File: src/rtl/mem_arb_pkg.sv
// Shared types and constants for the fetch/data memory arbiter.
// Imported by mem_arb_priority and mem_arbiter.
package mem_arb_pkg;

  localparam int ADDR_W = 32;

  typedef enum logic [1:0] {
    IDLE = 2'b00,
    INST = 2'b01,
    DATA = 2'b10,
    DONE = 2'b11
  } state_e;

  typedef enum logic [1:0] {
    GNT_NONE = 2'b00,
    GNT_INST = 2'b01,
    GNT_DATA = 2'b10
  } grant_e;

endpackage

File: src/rtl/mem_arb_priority.sv
// Grant decision for the shared memory port: data first, but a waiting fetch
// is forced through after MAX_DATA_RUN back-to-back data grants.
module mem_arb_priority
  import mem_arb_pkg::*;
#(
  parameter int MAX_DATA_RUN = 4,
  parameter int RUN_W        = 3
) (
  input  logic       clk,
  input  logic       rst,
  input  logic       inst_req_i,
  input  logic       data_req_i,
  input  logic       idle_i,
  output logic [1:0] grant_o
);

  localparam logic [RUN_W-1:0] MaxRun = RUN_W'(MAX_DATA_RUN);

  logic [RUN_W-1:0] run_q, run_d;
  logic             forced;
  grant_e           grant;

  // The run counter only moves on an actual grant, so it measures how many
  // data accesses in a row have overtaken a pending fetch.
  always_comb begin
    forced = (MAX_DATA_RUN != 0) && (run_q == MaxRun) && inst_req_i;
    grant  = GNT_NONE;
    run_d  = run_q;
    if (idle_i) begin
      if (data_req_i && !forced) begin
        grant = GNT_DATA;
        if (inst_req_i) begin
          run_d = (run_q == MaxRun) ? run_q : run_q + 1'b1;
        end else begin
          run_d = '0;
        end
      end else if (inst_req_i) begin
        grant = GNT_INST;
        run_d = '0;
      end
    end
  end

  always_ff @(posedge clk) begin
    if (rst) begin
      run_q <= '0;
    end else begin
      run_q <= run_d;
    end
  end

  assign grant_o = grant;

endmodule

File: src/rtl/mem_arbiter.sv
// Shares one SRAM-style req/ack memory port between the MIPS fetch and data
// stages; latches each transaction and produces per-side ready/stall signals.
module mem_arbiter
  import mem_arb_pkg::*;
#(
  parameter int MAX_DATA_RUN = 4,
  parameter int RUN_W        = 3
) (
  input  logic              clk,
  input  logic              rst,
  input  logic              inst_req,
  input  logic [ADDR_W-1:0] inst_addr,
  output logic [31:0]       inst_rdata,
  output logic              inst_ready,
  input  logic              data_req,
  input  logic [3:0]        data_wen,
  input  logic [ADDR_W-1:0] data_addr,
  input  logic [31:0]       data_wdata,
  output logic [31:0]       data_rdata,
  output logic              data_ready,
  output logic              stall_inst,
  output logic              stall_data,
  output logic              mem_req,
  output logic [3:0]        mem_wen,
  output logic [ADDR_W-1:0] mem_addr,
  output logic [31:0]       mem_wdata,
  input  logic [31:0]       mem_rdata,
  input  logic              mem_ack
);

  state_e            state_q, state_d;
  logic              memReq_q, memReq_d;
  logic [3:0]        memWen_q, memWen_d;
  logic [ADDR_W-1:0] memAddr_q, memAddr_d;
  logic [31:0]       memWdata_q, memWdata_d;
  logic [31:0]       instRdata_q, instRdata_d;
  logic [31:0]       dataRdata_q, dataRdata_d;
  logic              instReady_q, instReady_d;
  logic              dataReady_q, dataReady_d;
  logic [1:0]        grant;

  mem_arb_priority #(
    .MAX_DATA_RUN(MAX_DATA_RUN),
    .RUN_W       (RUN_W)
  ) u_priority (
    .clk       (clk),
    .rst       (rst),
    .inst_req_i(inst_req),
    .data_req_i(data_req),
    .idle_i    (state_q == IDLE),
    .grant_o   (grant)
  );

  // Ready flags are set on the ack edge, so they are high exactly in DONE.
  always_comb begin
    state_d     = state_q;
    memReq_d    = memReq_q;
    memWen_d    = memWen_q;
    memAddr_d   = memAddr_q;
    memWdata_d  = memWdata_q;
    instRdata_d = instRdata_q;
    dataRdata_d = dataRdata_q;
    instReady_d = 1'b0;
    dataReady_d = 1'b0;
    case (state_q)
      IDLE: begin
        if (grant == GNT_DATA) begin
          state_d    = DATA;
          memReq_d   = 1'b1;
          memWen_d   = data_wen;
          memAddr_d  = data_addr;
          memWdata_d = data_wdata;
        end else if (grant == GNT_INST) begin
          state_d    = INST;
          memReq_d   = 1'b1;
          memWen_d   = 4'b0000;
          memAddr_d  = inst_addr;
          memWdata_d = 32'h0;
        end
      end
      INST: begin
        if (mem_ack) begin
          instRdata_d = mem_rdata;
          instReady_d = 1'b1;
          memReq_d    = 1'b0;
          state_d     = DONE;
        end
      end
      DATA: begin
        if (mem_ack) begin
          if (memWen_q == 4'b0000) begin
            dataRdata_d = mem_rdata;
          end
          dataReady_d = 1'b1;
          memReq_d    = 1'b0;
          state_d     = DONE;
        end
      end
      DONE: begin
        state_d = IDLE;
      end
      default: begin
        state_d = IDLE;
      end
    endcase
  end

  always_ff @(posedge clk) begin
    if (rst) begin
      state_q     <= IDLE;
      memReq_q    <= 1'b0;
      memWen_q    <= 4'b0000;
      memAddr_q   <= '0;
      memWdata_q  <= 32'h0;
      instRdata_q <= 32'h0;
      dataRdata_q <= 32'h0;
      instReady_q <= 1'b0;
      dataReady_q <= 1'b0;
    end else begin
      state_q     <= state_d;
      memReq_q    <= memReq_d;
      memWen_q    <= memWen_d;
      memAddr_q   <= memAddr_d;
      memWdata_q  <= memWdata_d;
      instRdata_q <= instRdata_d;
      dataRdata_q <= dataRdata_d;
      instReady_q <= instReady_d;
      dataReady_q <= dataReady_d;
    end
  end

  assign mem_req    = memReq_q;
  assign mem_wen    = memWen_q;
  assign mem_addr   = memAddr_q;
  assign mem_wdata  = memWdata_q;
  assign inst_rdata = instRdata_q;
  assign data_rdata = dataRdata_q;
  assign inst_ready = instReady_q;
  assign data_ready = dataReady_q;
  assign stall_inst = inst_req & ~instReady_q;
  assign stall_data = data_req & ~dataReady_q;

endmodule

File: config.mk
export PLATFORM = sky130hd
export DESIGN_NAME = mem_arbiter
export DESIGN_NICKNAME = d
export VERILOG_FILES = /design/src/rtl/mem_arb_pkg.sv /design/src/rtl/mem_arb_priority.sv /design/src/rtl/mem_arbiter.sv
export SDC_FILE = /design/constraint.sdc
export NUM_CORES = 1
export LEC_CHECK = 0
export BUFFER_PORTS_ARGS = -buffer_cell sky130_fd_sc_hd__buf_2
export CORE_UTILIZATION = 46
export DETAILED_ROUTE_END_ITERATION = 10
export PLACE_DENSITY = 0.89
export SYNTH_ARGS = -nofsm -noshare
export SYNTH_HDL_FRONTEND = slang
export SYNTH_SLANG_ARGS = --single-unit
File: constraint.sdc
create_clock -name clk -period 2.31 [get_ports clk]
set_input_delay 0.1155 -clock clk [delete_from_list [all_inputs] [get_ports clk]]
set_output_delay 0.1155 -clock clk [all_outputs]
set_load 0.005 [all_outputs]
==> metrics, run 1 <==
top cell family by delay on the critical path=adder cells; CP Max Fanout=25; core area=0.0121 sq mm; CTS Sinks=140; Worst path slowest cell=dfxtp_1; clock tree buffer depth=2; synthesized area per cell=8.91 sq um; post-synthesis async set-or-reset flop share=0; final worst path period need=2.30 ns; Crit. End Element=register; die area=0.0129 sq mm; CTS clk-pin slew, worst paths=0.06 ns; root buffer cell=clkbuf_16; Cell Chain, Critical Path=inv_1, ha_1, a21boi_2, nand3b_1, ha_2, nor2b_4, buf_12, buf_12, nor2_1, a211oi_1; share of cells above drive strength 1=0.345; slew margin rel.=0.683; Leak=3.88 nW; total track usage=0.277; routed via count=5990; vias in the first global route=5818; Final ANT Viol Nets=0; met2 wire len=9.34 mm; Top FF cell, synth=dfxtp_1; Mapped Area=0.00573 sq mm; Initial Util=0.475; slowest stage delay, CP=0.36 ns; Pwr Total=9.23 mW; max cap viols=0; initial antenna violation count=1; Worst IR Drop VDD=671 uV; setup TNS=0 ns; EDFF count, synth=0; post-route clock skew=0.00855 ns; DR top layer=met4; Tightest Pin Transition=0.471 ns; row count=40; DRT iter0 DRCs=435; Yosys warning count=0; Setup violations, final=0; Layout Nets=1117; global-route wire length before repair=28.0 mm; Post-Place Cells=1052; syn_nets=788; CTS tree=yes; wl on met1=6.99 mm; gr ovfl total=0; Post-DP HPWL=10.6 mm; I/O pin count=274; Yosys reg bits=140; post-CTS setup buffer count=0; Vias/cell=5.19; CTS buffer count=17; clock latency on the worst-skew pair=0.41 ns; Chip Height=114 um; DRT Wirelength=18.7 mm; Post-Synthesis Cells=643; routed len/inst=16.2 um; PortBufs=273; Max Slew Vio Count=0; total iterations of the first detailed-routing run=5; pwr/cell area=1060 mW/mm^2; Fin. Hold Viols=0; Layout area overhead=52.0%; GP Congestion=0.777; DIE WIDTH=114 um; H-tree Lvls=4; critical path type=register to register; Peak Freq=435 MHz; Min-Delay Path Class=input port to register; sequential area share after synthesis=0.489; critical path's most frequent cell=buf_12; wire length on met3=1.36 mm; Required @ worst endpoint=2.62 ns; largest net degree at the start of global routing=59; post-synth cell types=30; DRC viols=0; Critical Path AT=2.61 ns; outcome=finished, final reports clean; Buf/Inv on CP=3; Finished Layout Cells=1154; hold slack=0.0394 ns; final period utilization=0.995; CP Launch Type=register
[final timing paths]
path | endpoint | from | slack [ns] | cells after the start
setup / recovery | mem_addr[1] | u_priority.run_q[0] | 0.01 | 10
hold / removal | inst_ready | mem_ack | 0.04 | 3
setup reg to reg | mem_addr[1] | u_priority.run_q[0] | 0.01 | 10
hold reg to reg | mem_wdata[19] | mem_wdata[19] | 0.45 | 2
[stage by stage]
stage | utilization | cell area, sq um | worst slack (ns)
after floorplan | - | 5730 | 0.276
after global placement | 0.607 | 7320 | 0.127
after detailed placement | 0.607 | 7320 | 0.00436
after CTS | 0.715 | 8620 | 0.00931
after global routing | 0.722 | 8700 | -0.0338
final | 0.722 | 8700 | 0.0113
[cells in the final DEF, fill, tap and decap left out, types with 3 or more instances in the layout]
cell           Yosys  layout
buf_12             0       7
dlygate4sd3_1      0      68
bufinv_16          0       3
a211oi_2           0       4
buf_4              0      13
ha_1               8       5
nand2b_1          68      68
nor2_1            35      35
dfxtp_1          140     140
inv_1              4       4
nand2_1          109     109
mux2i_1           65      65
nand3_1           36      36
clkbuf_16          0      18
clkinv_2           0       4
a211oi_1          32      28
buf_2             15     272
a21oi_1           73      73
nand4_1            3       3
[flip-flops by register name, summed over array words and instances, names as in the netlist]
register and cells:
data_rdata 32, u_priority.run_q 3, data_ready 1, mem_wen 4
inst_rdata 32, mem_wdata 32, mem_req 1, inst_ready 1
state_q 2, mem_addr 32
[cell families after synthesis]
kind of cell | Yosys count | synth area share
flops | 140 | 0.489
buf+inv | 57 | 0.0465
simple gates | 261 | 0.218
compound gates | 112 | 0.115
mux | 65 | 0.114
fa+ha+maj | 8 | 0.0175
[final cells by class]
| class | count | area, sq um |
|---|---|---|
| repair buffers | 363 | 2340 |
| flip-flops and latches | 140 | 2800 |
| diodes | 1 | 2.50 |
| clock buffers | 19 | 453 |
| clock inverters | 13 | 164 |
| multi-input cells | 446 | 2710 |
| fillers | 802 | 3360 |
| inverters | 4 | 15.0 |
| well taps | 168 | 210 |
[cell usage after synthesis, drive strengths merged (4+ instances only)]
library cell  instances  area, sq um
nand3                36          180
nand2               109          409
a21oi                73          365
nor2                 36          151
dfxtp               140         2800
a211oi               32          240
mux2i                65          651
inv                   4         15.0
ha                    8          100
nand2b               68          425
buf                  21          131
clkbuf               32          120
[timing repair]
item | 4_1_cts | 5_1_grt
cloned | 0 | 1
hold endpoints to repair | 98 | 0
resized for setup | 1 | 11
endpoints found under the setup margin | 3 | 64
pin swaps | 0 | 2
hold buffers | 68 | 0
[per-layer routing]
layer,up-vias,global-route usage
met5,-,0
met3,81,0.0685
li1,2831,-
met4,0,0.182
met2,348,0.484
met1,2730,0.299
[worst register-to-register path, cell delays in order (launching register included)]
cell	delay, ns
dfxtp_1	0.36
inv_1	0.07
ha_1	0.25
a21boi_2	0.20
nand3b_1	0.17
ha_2	0.32
nor2b_4	0.14
buf_12	0.16
buf_12	0.18
nor2_1	0.07
a211oi_1	0.27
[power by group]
group	total, mW	leakage [nW]	switching, mW	internal (mW)
clock	2.83	0.305	1.06	1.77
combinational	3.14	2.43	1.67	1.48
sequential	3.26	1.14	0.293	2.97
total	9.23	3.88	3.02	6.21
(Power assumes the default switching activity.)
==> inputs of run 2 (changes only) <==
--- a/config.mk
+++ b/config.mk
@@ -8,7 +8,7 @@
 export BUFFER_PORTS_ARGS = -buffer_cell sky130_fd_sc_hd__buf_2
 export CORE_UTILIZATION = 46
 export DETAILED_ROUTE_END_ITERATION = 10
-export PLACE_DENSITY = 0.89
+export PLACE_DENSITY_LB_ADDON = 0.2
 export SYNTH_ARGS = -nofsm -noshare
 export SYNTH_HDL_FRONTEND = slang
 export SYNTH_SLANG_ARGS = --single-unit
==> run 2 against run 1 <==
  * Sequential share of layout area up 0.19 points
  * First-iteration DRC count down 16%
  * Fmax grew 3.8%
  * Non-clock buffer count down 1
  * Critical path depth is the same
  * Via count is 3.9% lower
  * Global-route usage fell by 1.6 points
  * Final area fell by 0.57%
  * Critical path type unchanged
  * Highest routed layer unchanged
==> metrics, run 2 (synthesis gave the netlist of run 1 again) <==
Setup violations, final=0 (unchanged); clock latency on the worst-skew pair=0.42 ns (was 0.41 ns); Layout area overhead=51.1% (was 52.0%); Final Instance Area=0.00865 sq mm (was 0.00870 sq mm); grt peak-use layer=met2 (unchanged); core area=0.0121 sq mm (unchanged); final period utilization=0.959 (was 0.995); post-layout util=0.718 (was 0.722); pwr/cell area=1050 mW/mm^2 (was 1060 mW/mm^2); Layout Nets=1116 (was 1117); CP Max Fanout=21 (was 25); r2r setup slk=0.1 ns (was 0.01 ns); fill cell count=891 (was 802); Chip Height=114 um (unchanged); CTS buffer count=17 (unchanged); root buffer cell=clkbuf_16 (unchanged); Reg area=0.00280 sq mm (unchanged); Leak=3.85 nW (was 3.88 nW); Crit. End Element=register (unchanged); Max Slew Vio Count=0 (unchanged); Hold Startpoint=data_req (was mem_ack); I/O pin count=274 (unchanged); post-route clock skew=0.00862 ns (was 0.00855 ns); DRC viols=0 (unchanged); DRT iter0 DRCs=367 (was 435); met2 usage=0.467 (was 0.484); GR Util met3=0.0600 (was 0.0685); final worst path period need=2.21 ns (was 2.30 ns); gr ovfl total=0 (unchanged); Worst Setup SP=u_priority.run_q[0] (unchanged); RR Startpoint=u_priority.run_q[0] (unchanged); Vias/cell=5.00 (was 5.19); Required @ worst endpoint=2.63 ns (was 2.62 ns); Placed Area=0.00723 sq mm (was 0.00732 sq mm); reg2reg path depth=10 (unchanged); Place WS=-0.0602 ns (was 0.00436 ns); total track usage=0.261 (was 0.277); largest net degree at the start of global routing=89 (was 59); initial antenna violation count=0 (was 1); outcome=finished, final reports clean (unchanged); WHS Path Cells=3 (unchanged); die area=0.0129 sq mm (unchanged); Initial Util=0.475 (unchanged); routed via count=5755 (was 5990); clock tree buffer depth=2 (unchanged); H-tree Lvls=4 (unchanged); routed len/inst=14.9 um (was 16.2 um); Critical Path AT=2.54 ns (was 2.61 ns); Tightest Pin Transition=0.454 ns (was 0.471 ns); commonest non-fill, non-tap cell in the layout=buf_2 (unchanged); Post-DP HPWL=10.7 mm (was 10.6 mm); slew margin rel.=0.697 (was 0.683); worst hold endpoint=u_priority.run_q[2] (was inst_ready); Fin. Hold Viols=0 (unchanged); ANT cells=0 (was 1); Setup WS post-layout=0.0955 ns (was 0.0113 ns); CP Launch Type=register (unchanged); PortBufs=273 (unchanged); critical path type=register to register (unchanged); DRT Wirelength=17.2 mm (was 18.7 mm); total iterations of the first detailed-routing run=4 (was 5); Pwr Total=9.05 mW (was 9.23 mW); CTS Sinks=140 (unchanged); Final ANT Viol Nets=0 (unchanged); global-route wire length before repair=26.4 mm (was 28.0 mm); max cap viols=0 (unchanged); reg2reg end=mem_addr[30] (was mem_addr[1]); commonest cells after routing, fill and taps aside=272 x buf_2, 140 x dfxtp_1, 109 x nand2_1 (unchanged); CTS clk-pin slew, worst paths=0.06 ns (about the same); setup TNS=0 ns (unchanged); vias in the first global route=5660 (was 5818); Worst IR Drop VDD=655 uV (was 671 uV); row count=40 (unchanged); Peak Freq=452 MHz (was 435 MHz); CTS tree=yes (unchanged); M1 GR Usage=0.280 (was 0.299); DIE WIDTH=114 um (unchanged); share of cells above drive strength 1=0.339 (was 0.345); Min-Delay Path Class=input port to register (unchanged); GP Congestion=0.810 (was 0.777); Multi-input gate area=0.00271 sq mm (about the same)
-- run 2: cell count changes in the layout (fill, tap and decap cells not counted), sizes merged --
cell / change
clkinv: -1
diode: -1
clkbuf: +6
inv: -3
buf: -2
clkinvlp: -1
-- run 2: worst max-delay path, cell delays in order, from the launching register on --
cell       delay, ns
dfxtp_1         0.35
inv_1           0.07
ha_1            0.25
a21boi_2        0.19
nand3b_1        0.17
ha_2            0.32
nor2b_4         0.15
buf_12          0.13
clkbuf_16       0.19
nor2_1          0.06
a211oi_1        0.24
-- run 2: how the worst max path moves through the flow --
stage | slack (ns) | end
CTS | 0.003 | mem_wdata[19]
finish | 0.1 | mem_addr[30]
global placement | 0.13 | mem_addr[10]
floorplan | 0.28 | mem_addr[10]
global route | -0.04 | mem_addr[30]
detailed placement | -0.06 | mem_addr[14]
-- run 2: layout make-up --
cell class,instances,area share
tap,168,0.0243
clock buffer,24,0.0545
timing repair buffer,362,0.269
multi-input combinational,446,0.313
sequential,140,0.324
inverter,4,0.00173
clock inverter,8,0.0133
-- run 2: power breakdown --
part	switching (mW)	internal (mW)	total (mW)
Clock	0.972	1.75	2.72
Sequential	0.290	2.97	3.26
Combinational	1.64	1.44	3.08
Total	2.90	6.16	9.05
-- run 2: timing repair --
item,CTS,global route
cloned,1,3
endpoints found under the hold margin,100,0
resized for setup,1,12
hold buffers,68,0
pin swaps,0,2
setup endpoints to repair,36,68
setup buffers,0,4
-- run 2: per-layer routing --
metal,up-vias,wire length (um)
li1,2823,-
met1,2614,6720
met2,268,8710
met3,50,1040
met4,0,721
met5,-,0
-- run 2: per-stage QoR --
stage / cells / hold WS, ns
finish: 1152 / 0.0161
global route: 1152 / 0.0145
CTS: 1145 / 0.00285
detailed placement: 1044 / 0.378
global placement: 1044 / 0.366
floorplan: 643 / 0.251
